[src/rtl/jtag_pkg.sv]
// Shared types and constants for the JTAG TAP / RISC-V DTM.
package jtag_pkg;

  typedef enum logic [3:0] {
    TAP_TLR, TAP_RTI,
    TAP_SEL_DR, TAP_CAP_DR, TAP_SH_DR, TAP_EX1_DR, TAP_PA_DR, TAP_EX2_DR, TAP_UPD_DR,
    TAP_SEL_IR, TAP_CAP_IR, TAP_SH_IR, TAP_EX1_IR, TAP_PA_IR, TAP_EX2_IR, TAP_UPD_IR
  } tap_state_t;

  localparam logic [4:0] IR_CODE_IDCODE = 5'h01;
  localparam logic [4:0] IR_CODE_DTMCS  = 5'h10;
  localparam logic [4:0] IR_CODE_DMI    = 5'h11;

  typedef enum logic [1:0] {DMI_NOP = 2'd0, DMI_READ = 2'd1, DMI_WRITE = 2'd2, DMI_RSVD = 2'd3} dmi_op_t;
  typedef enum logic [1:0] {DMISTAT_OK = 2'd0, DMISTAT_FAIL = 2'd2, DMISTAT_BUSY = 2'd3} dmistat_t;
  typedef enum logic [1:0] {DMI_IDLE, DMI_REQ, DMI_WAIT} dmi_state_t;
  typedef enum logic [1:0] {SEL_BYPASS, SEL_IDCODE, SEL_DTMCS, SEL_DMI} dr_sel_t;

  localparam logic [3:0] DTM_VERSION = 4'h1;

endpackage

[src/rtl/jtag_tap_fsm.sv]
// IEEE 1149.1 TAP controller: 16-state machine plus decoded capture/shift/update strobes.
module jtag_tap_fsm
  import jtag_pkg::*;
(
  input  logic       tck_i,
  input  logic       ntrst_i,
  input  logic       tms_i,
  output tap_state_t state,
  output logic       capture_ir,
  output logic       shift_ir,
  output logic       update_ir,
  output logic       capture_dr,
  output logic       shift_dr,
  output logic       update_dr
);

  tap_state_t state_nxt;

  always_comb begin
    state_nxt = state;
    case (state)
      TAP_TLR:    state_nxt = tms_i ? TAP_TLR    : TAP_RTI;
      TAP_RTI:    state_nxt = tms_i ? TAP_SEL_DR : TAP_RTI;
      TAP_SEL_DR: state_nxt = tms_i ? TAP_SEL_IR : TAP_CAP_DR;
      TAP_CAP_DR: state_nxt = tms_i ? TAP_EX1_DR : TAP_SH_DR;
      TAP_SH_DR:  state_nxt = tms_i ? TAP_EX1_DR : TAP_SH_DR;
      TAP_EX1_DR: state_nxt = tms_i ? TAP_UPD_DR : TAP_PA_DR;
      TAP_PA_DR:  state_nxt = tms_i ? TAP_EX2_DR : TAP_PA_DR;
      TAP_EX2_DR: state_nxt = tms_i ? TAP_UPD_DR : TAP_SH_DR;
      TAP_UPD_DR: state_nxt = tms_i ? TAP_SEL_DR : TAP_RTI;
      TAP_SEL_IR: state_nxt = tms_i ? TAP_TLR    : TAP_CAP_IR;
      TAP_CAP_IR: state_nxt = tms_i ? TAP_EX1_IR : TAP_SH_IR;
      TAP_SH_IR:  state_nxt = tms_i ? TAP_EX1_IR : TAP_SH_IR;
      TAP_EX1_IR: state_nxt = tms_i ? TAP_UPD_IR : TAP_PA_IR;
      TAP_PA_IR:  state_nxt = tms_i ? TAP_EX2_IR : TAP_PA_IR;
      TAP_EX2_IR: state_nxt = tms_i ? TAP_UPD_IR : TAP_SH_IR;
      TAP_UPD_IR: state_nxt = tms_i ? TAP_SEL_DR : TAP_RTI;
      default:    state_nxt = TAP_TLR;
    endcase
  end

  always_ff @(posedge tck_i or negedge ntrst_i) begin
    if (!ntrst_i) state <= TAP_TLR;
    else          state <= state_nxt;
  end

  // Strobes mark the state whose exiting edge performs the action.
  assign capture_ir = (state == TAP_CAP_IR);
  assign shift_ir   = (state == TAP_SH_IR);
  assign update_ir  = (state == TAP_UPD_IR);
  assign capture_dr = (state == TAP_CAP_DR);
  assign shift_dr   = (state == TAP_SH_DR);
  assign update_dr  = (state == TAP_UPD_DR);

endmodule

[src/rtl/jtag_dtm_tap.sv]
// JTAG TAP with RISC-V Debug 0.13 DTM: IDCODE, DTMCS, DMI and BYPASS data registers,
// and a valid/ready DMI request/response engine in the TCK domain.
module jtag_dtm_tap
  import jtag_pkg::*;
#(
  parameter logic [31:0] IDCODE    = 32'h1DEAD3FF,
  parameter int unsigned IR_LEN    = 5,
  parameter int unsigned ABITS     = 7,
  parameter logic [2:0]  IDLE_HINT = 3'd1
) (
  input  logic             tck_i,
  input  logic             ntrst_i,
  input  logic             tms_i,
  input  logic             tdi_i,
  output logic             tdo_o,
  output logic             tdo_en_o,
  output logic             dmi_req_valid_o,
  input  logic             dmi_req_ready_i,
  output logic [ABITS-1:0] dmi_req_addr_o,
  output logic [31:0]      dmi_req_data_o,
  output logic [1:0]       dmi_req_op_o,
  input  logic             dmi_resp_valid_i,
  output logic             dmi_resp_ready_o,
  input  logic [31:0]      dmi_resp_data_i,
  input  logic [1:0]       dmi_resp_op_i
);

  localparam int unsigned DR_W = ABITS + 34;
  localparam logic [5:0]  ABITS_FIELD = 6'(ABITS);
  localparam logic [IR_LEN-1:0] IR_IDCODE = IR_LEN'(IR_CODE_IDCODE);
  localparam logic [IR_LEN-1:0] IR_DTMCS  = IR_LEN'(IR_CODE_DTMCS);
  localparam logic [IR_LEN-1:0] IR_DMI    = IR_LEN'(IR_CODE_DMI);

  tap_state_t tap_state;
  logic capture_ir, shift_ir, update_ir, capture_dr, shift_dr, update_dr;

  jtag_tap_fsm u_tap_fsm (
    .tck_i      (tck_i),
    .ntrst_i    (ntrst_i),
    .tms_i      (tms_i),
    .state      (tap_state),
    .capture_ir (capture_ir),
    .shift_ir   (shift_ir),
    .update_ir  (update_ir),
    .capture_dr (capture_dr),
    .shift_dr   (shift_dr),
    .update_dr  (update_dr)
  );

  logic [IR_LEN-1:0] ir_q, ir_sr;
  logic [DR_W-1:0]   dr_sr, dr_capture, dr_shift;
  dr_sel_t           dr_sel;
  dmi_state_t        dmi_state;
  dmistat_t          dmistat;
  logic [ABITS-1:0]  last_addr;
  logic [31:0]       last_rdata;
  logic [1:0]        op_cap;
  logic [31:0]       dtmcs_word;

  always_comb begin
    dr_sel = SEL_BYPASS;
    if      (ir_q == IR_IDCODE) dr_sel = SEL_IDCODE;
    else if (ir_q == IR_DTMCS)  dr_sel = SEL_DTMCS;
    else if (ir_q == IR_DMI)    dr_sel = SEL_DMI;
  end

  assign op_cap     = (dmi_state != DMI_IDLE) ? 2'd3 : dmistat;
  assign dtmcs_word = {14'd0, 1'b0, 1'b0, 1'b0, IDLE_HINT, dmistat, ABITS_FIELD, DTM_VERSION};

  always_comb begin
    dr_capture = '0;
    dr_shift   = dr_sr;
    case (dr_sel)
      SEL_IDCODE: begin
        dr_capture     = DR_W'(IDCODE);
        dr_shift[31:0] = {tdi_i, dr_sr[31:1]};
      end
      SEL_DTMCS: begin
        dr_capture     = DR_W'(dtmcs_word);
        dr_shift[31:0] = {tdi_i, dr_sr[31:1]};
      end
      SEL_DMI: begin
        dr_capture = {last_addr, last_rdata, op_cap};
        dr_shift   = {tdi_i, dr_sr[DR_W-1:1]};
      end
      default: dr_shift[0] = tdi_i;
    endcase
  end

  always_ff @(posedge tck_i or negedge ntrst_i) begin
    if (!ntrst_i) begin
      ir_q  <= IR_IDCODE;
      ir_sr <= '0;
      dr_sr <= '0;
    end else begin
      if (capture_ir)    ir_sr <= IR_LEN'(2'b01);
      else if (shift_ir) ir_sr <= {tdi_i, ir_sr[IR_LEN-1:1]};
      if (tap_state == TAP_TLR) ir_q <= IR_IDCODE;
      else if (update_ir)       ir_q <= ir_sr;
      if (capture_dr)    dr_sr <= dr_capture;
      else if (shift_dr) dr_sr <= dr_shift;
    end
  end

  logic             dtmcs_upd, dmi_upd, dmireset, dmihardreset;
  logic [1:0]       scan_op;
  logic [31:0]      scan_data;
  logic [ABITS-1:0] scan_addr;

  assign dtmcs_upd    = update_dr && (dr_sel == SEL_DTMCS);
  assign dmireset     = dtmcs_upd && dr_sr[16];
  assign dmihardreset = dtmcs_upd && dr_sr[17];
  assign dmi_upd      = update_dr && (dr_sel == SEL_DMI);
  assign scan_op      = dr_sr[1:0];
  assign scan_data    = dr_sr[33:2];
  assign scan_addr    = dr_sr[DR_W-1:34];

  // Later assignments win: busy over a same-edge failure, resets over both.
  always_ff @(posedge tck_i or negedge ntrst_i) begin
    if (!ntrst_i) begin
      dmi_state        <= DMI_IDLE;
      dmistat          <= DMISTAT_OK;
      dmi_req_valid_o  <= 1'b0;
      dmi_resp_ready_o <= 1'b0;
      dmi_req_addr_o   <= '0;
      dmi_req_data_o   <= '0;
      dmi_req_op_o     <= '0;
      last_addr        <= '0;
      last_rdata       <= '0;
    end else begin
      case (dmi_state)
        DMI_IDLE: begin
          if (dmi_upd && dmistat == DMISTAT_OK &&
              (scan_op == DMI_READ || scan_op == DMI_WRITE)) begin
            dmi_req_addr_o  <= scan_addr;
            dmi_req_data_o  <= scan_data;
            dmi_req_op_o    <= scan_op;
            last_addr       <= scan_addr;
            dmi_req_valid_o <= 1'b1;
            dmi_state       <= DMI_REQ;
          end
        end
        DMI_REQ: begin
          if (dmi_req_ready_i) begin
            dmi_req_valid_o  <= 1'b0;
            dmi_resp_ready_o <= 1'b1;
            dmi_state        <= DMI_WAIT;
          end
        end
        DMI_WAIT: begin
          if (dmi_resp_valid_i) begin
            dmi_resp_ready_o <= 1'b0;
            dmi_state        <= DMI_IDLE;
            if (dmi_req_op_o == DMI_READ) last_rdata <= dmi_resp_data_i;
            if (dmi_resp_op_i[1] && dmistat == DMISTAT_OK) dmistat <= DMISTAT_FAIL;
          end
        end
        default: dmi_state <= DMI_IDLE;
      endcase
      if (dmi_upd && dmistat == DMISTAT_OK && dmi_state != DMI_IDLE) dmistat <= DMISTAT_BUSY;
      if (dmireset || dmihardreset) dmistat <= DMISTAT_OK;
      if (dmihardreset) begin
        dmi_state        <= DMI_IDLE;
        dmi_req_valid_o  <= 1'b0;
        dmi_resp_ready_o <= 1'b0;
      end
    end
  end

  logic ir_path, dr_path;
  assign ir_path  = (tap_state == TAP_CAP_IR) || (tap_state == TAP_SH_IR) || (tap_state == TAP_EX1_IR);
  assign dr_path  = (tap_state == TAP_CAP_DR) || (tap_state == TAP_SH_DR) || (tap_state == TAP_EX1_DR);
  assign tdo_o    = ir_path ? ir_sr[0] : (dr_path ? dr_sr[0] : 1'b0);
  assign tdo_en_o = shift_ir || shift_dr;

endmodule
[config.mk]
export PLATFORM = sky130hd
export DESIGN_NAME = jtag_dtm_tap
export DESIGN_NICKNAME = d
export VERILOG_FILES = /design/src/rtl/jtag_pkg.sv /design/src/rtl/jtag_tap_fsm.sv /design/src/rtl/jtag_dtm_tap.sv
export SDC_FILE = /design/constraint.sdc
export NUM_CORES = 1
export LEC_CHECK = 0
export CORE_UTILIZATION = 40
export CTS_CLUSTER_SIZE = 8
export DETAILED_ROUTE_END_ITERATION = 16
export GPL_ROUTABILITY_DRIVEN = 0
export PLACE_DENSITY_LB_ADDON = 0.15
export SLEW_MARGIN = 20
export SYNTH_ARGS = -nofsm -noshare
export SYNTH_HDL_FRONTEND = slang
export SYNTH_SLANG_ARGS = --single-unit
[constraint.sdc]
create_clock -name tck_i -period 2.54 [get_ports tck_i]
set_input_delay 0.508 -clock tck_i [delete_from_list [all_inputs] [get_ports tck_i]]
set_output_delay 0.508 -clock tck_i [all_outputs]
set_load 0.005 [all_outputs]
==> impl_results.md <==
- Die Area: 15,500 sq um
- Type of element capturing the critical path: flop
- Maximum number of pins on one net before global-route repair: 56
- Data arrival time of the critical path: ~2800 ps
- Chip width: between 100 and 150 microns
- Overall global routing resource usage: 18.7%
- Worst voltage drop across the vdd grid: 0.595 mV
- Minimum hold slack: 40.4 ps
- Area share of the largest cell type after synthesis: between 50% and 60%
- Ratio of total power to cell area: ~960 nW/um^2
- Critical path class: reg -> reg
- DRC violation count after routing: 0
- Worst slew pin tran: roughly 680 ps
- CTS tree: done
- Unrepaired setup endpoints after global routing: yes
- Cell types with the highest counts after synthesis: 133 x sky130_fd_sc_hd__dfrtp_1, 70 x sky130_fd_sc_hd__mux2_2, 55 x sky130_fd_sc_hd__nand2_1, 41 x sky130_fd_sc_hd__nor2_1
- Hold WC Path Type: in -> async
- CP peak stage delay: 560 ps
- DRT antenna net count: 0
- CP Launch Type: flop
- Effective utilization at floorplan: approximately 41%
- Number of warnings reported in the yosys synthesis log: 0
- Placement Setup Slack: roughly 4.6 ps
- Library cell with the largest summed area after synthesis: sky130_fd_sc_hd__dfrtp_1
- CTS root buffer: sky130_fd_sc_hd__clkbuf_16
- Sinks on the clock net: 134
- Chip Height: about 120 microns
- Final setup violation count: 0
- Number of global-route vias before repair: ~4,400
- Leakage dissipation: roughly 0.0036 uW
- Number of H-tree branching levels: 4
- Headroom to the max-slew limit: a little over half
- Number of buffers on the longest clock path: 2
- Status: complete, no violations
- Cts bufs inserted: 17
- Via/cell ratio: 5.31
- Area of the core region: approximately 15,000 sq um
- Total of fill cells in the finished design: about 1,300
- Core occupancy in the finished layout: a little over half
- Drt initial violations: 253
- Count of state elements after synthesis: between 100 and 150
- Maximum capacitance violations: 0
- Leading cell type by number of instances after synthesis: sky130_fd_sc_hd__dfrtp_1
- Number of placement rows: 44
- Buf+Inv Stages, Crit Path: 3
- Area overhead of the layout relative to synthesis: 29.3%
- Synthesized area per cell: 11.1 sq um
- Top cells by area in the synthesized netlist: sky130_fd_sc_hd__dfrtp_1 55%, sky130_fd_sc_hd__mux2_2 13%, sky130_fd_sc_hd__nand2_1 3.4%, sky130_fd_sc_hd__a31oi_1 2.6%, sky130_fd_sc_hd__nand3_1 2.6%
- Clock Latency Late Sink: between 400 and 500 ps
- Netlist area before placement: roughly 6000 sq um
- Final std cell area, no fill: slightly below 8000 sq um
- Cell Chain, Critical Path: or4b_4, or4b_4, nor4_4, buf_4, buf_6, buf_8, mux2_2
- Buffers on Ports: 83
- Family with the most delay on the worst path: simple AND/OR/NAND/NOR gates
- Maximum achievable frequency: 399 MHz
- Per-cell routed wire length: 16.4 microns
- Proportion of synthesized flip-flops having asynchronous set or reset: 100%
- Placed instance area: a little over 7000 sq um
- Final worst slack: 36.6 ps
- Minimum clock period: between 2000 and 3000 ps
- Number of detailed-routing iterations run before antenna repair: 4
- Final worst-path cycle share: between 90% and 100%
- Crit path max fanout: 9
- Count of boundary I/O pins: between 80 and 90
- Post-synthesis net count: between 500 and 600
- Via count: approximately 4,400
- Post-cts hold buffer count: 0
- Antenna violations before repair: 0
- Worst Skew: roughly 8.0 ps
- Sequential share of the synthesized area: a little under three fifths
- Synthesized instance count: 540
- Total congestion overflow: 0
- Worst Path Required: roughly 2800 ps
- Clock-pin slew on the worst setup and hold paths: 50 ps
- Final Net Count: around 670
- Most used DFF post-synth: sky130_fd_sc_hd__dfrtp_1
- Final hold vios: 0
- Dominant cell type by count on the critical path: sky130_fd_sc_hd__or4b_4
- Number of distinct library cells after synthesis: 49
- First-pass GRT wire length: roughly 23 mm
- Total length of routed wires: approximately 14 mm
- Number of inserted diodes: 0
- Placed wire-length estimate after detailed placement: 9.07 mm
- Max-slew violation total from the final report: 0
- Cell with the largest stage delay on the worst path: sky130_fd_sc_hd__or4b_4
- EDFF count, synth: 0
- Layout cell share with drive strength beyond 1: around a fifth
[registers in the layout, summed over array words and instances (netlist names), 4 cells and up]
register	count
ir_q	5
dr_sr	41
ir_sr	5
last_rdata	32
last_addr	7
u_tap_fsm.state	4
dmi_req_data_o	32
[where the power goes]
group | switching [uW] | internal (uW) | total, uW
sequential | 315 | 2500 | 2820
clock | 849 | 1420 | 2270
combinational | 1400 | 959 | 2360
[metal layers]
metal	vias up	share of wire, %	track usage [%]
li1	2101	-	-
met1	2181	48	25.9
met2	87	47	28.6
met3	13	3.9	3.99
met4	0	1.5	7.44
met5	-	0	0
[area by class of cell]
type	count	area [sq um]	share of cell area (%)
Inverter	6	22.5	0.290
Tap cell	184	230	2.97
Multi-Input combinational cell	362	2480	31.9
Clock buffer	24	492	6.34
Clock inverter	4	47.5	0.613
Sequential cell	134	3350	43.2
Timing Repair Buffer	112	1130	14.6
[per-stage QoR]
step                      instances  setup TNS (ps)  power [uW]
after CTS                       823           -18.7        7500
after floorplan                 540               0        4300
final                           826               0        7450
after global routing            826            -592        7970
after global placement          795               0        5130
after detailed placement        795               0        5190
[path summary, 6_finish.rpt]
| path | start | to | slack, ps | depth (start not counted) |
|---|---|---|---|---|
| max reg2reg | u_tap_fsm.state[0] | dmi_req_data_o[4] | 40 | 7 |
| max | u_tap_fsm.state[0] | dmi_req_data_o[4] | 40 | 7 |
| min reg2reg | dmi_req_data_o[27] | dmi_req_data_o[27] | 480 | 1 |
| min | ntrst_i | dr_sr[27] | 40 | 1 |
| max in group asynchronous | ntrst_i | ir_q[0] | 1690 | 2 |
| min in group tck_i | dmi_req_data_o[27] | dmi_req_data_o[27] | 480 | 1 |
[cells in the final DEF (no fill, tap or decap), drive strengths merged, types with 2 or more instances in the layout]
master / count
o21a: 3
clkinv: 2
xnor2: 2
o211ai: 4
nor3b: 2
o311ai: 2
and2: 2
or4b: 5
clkbuf: 24
nor2: 41
inv: 6
buf: 30
a221oi: 2
mux2: 73
nand2b: 19
nand2: 55
mux2i: 15
a21oi: 15
clkdlybuf4s50: 80
nor3: 6
o21ai: 30
or3: 2
nand3b: 2
nor2b: 3
dfrtp: 133
o22ai: 4
and3: 3
nand3: 31
a31oi: 25
[cells by family (layout without fill, tap and decap cells)]
logic type	count (synthesis)	count (layout)	synth area share, %
XOR/XNOR	2	2	0.292
multiplexers	88	88	16.2
flip-flops	134	134	55.9
AND/OR/NAND/NOR	176	176	14.4
buffers and inverters	44	146	3.27
AO/OA/AOI/OAI	96	96	9.92
[worst register-to-register path: cells and delay by family, from the launching register on]
family                 cells  cell delay [ps]
and+or+nand+nor            3             1220
buffers and inverters      3              410
DFF                        1              400
muxes                      1              340
[what timing repair did]
action,in CTS,in global routing
setup endpoints to repair,9,44
resized for setup,4,12
gates cloned,0,1
setup buffers,0,2
No activity file was read; power rests on OpenSTA's default activity.
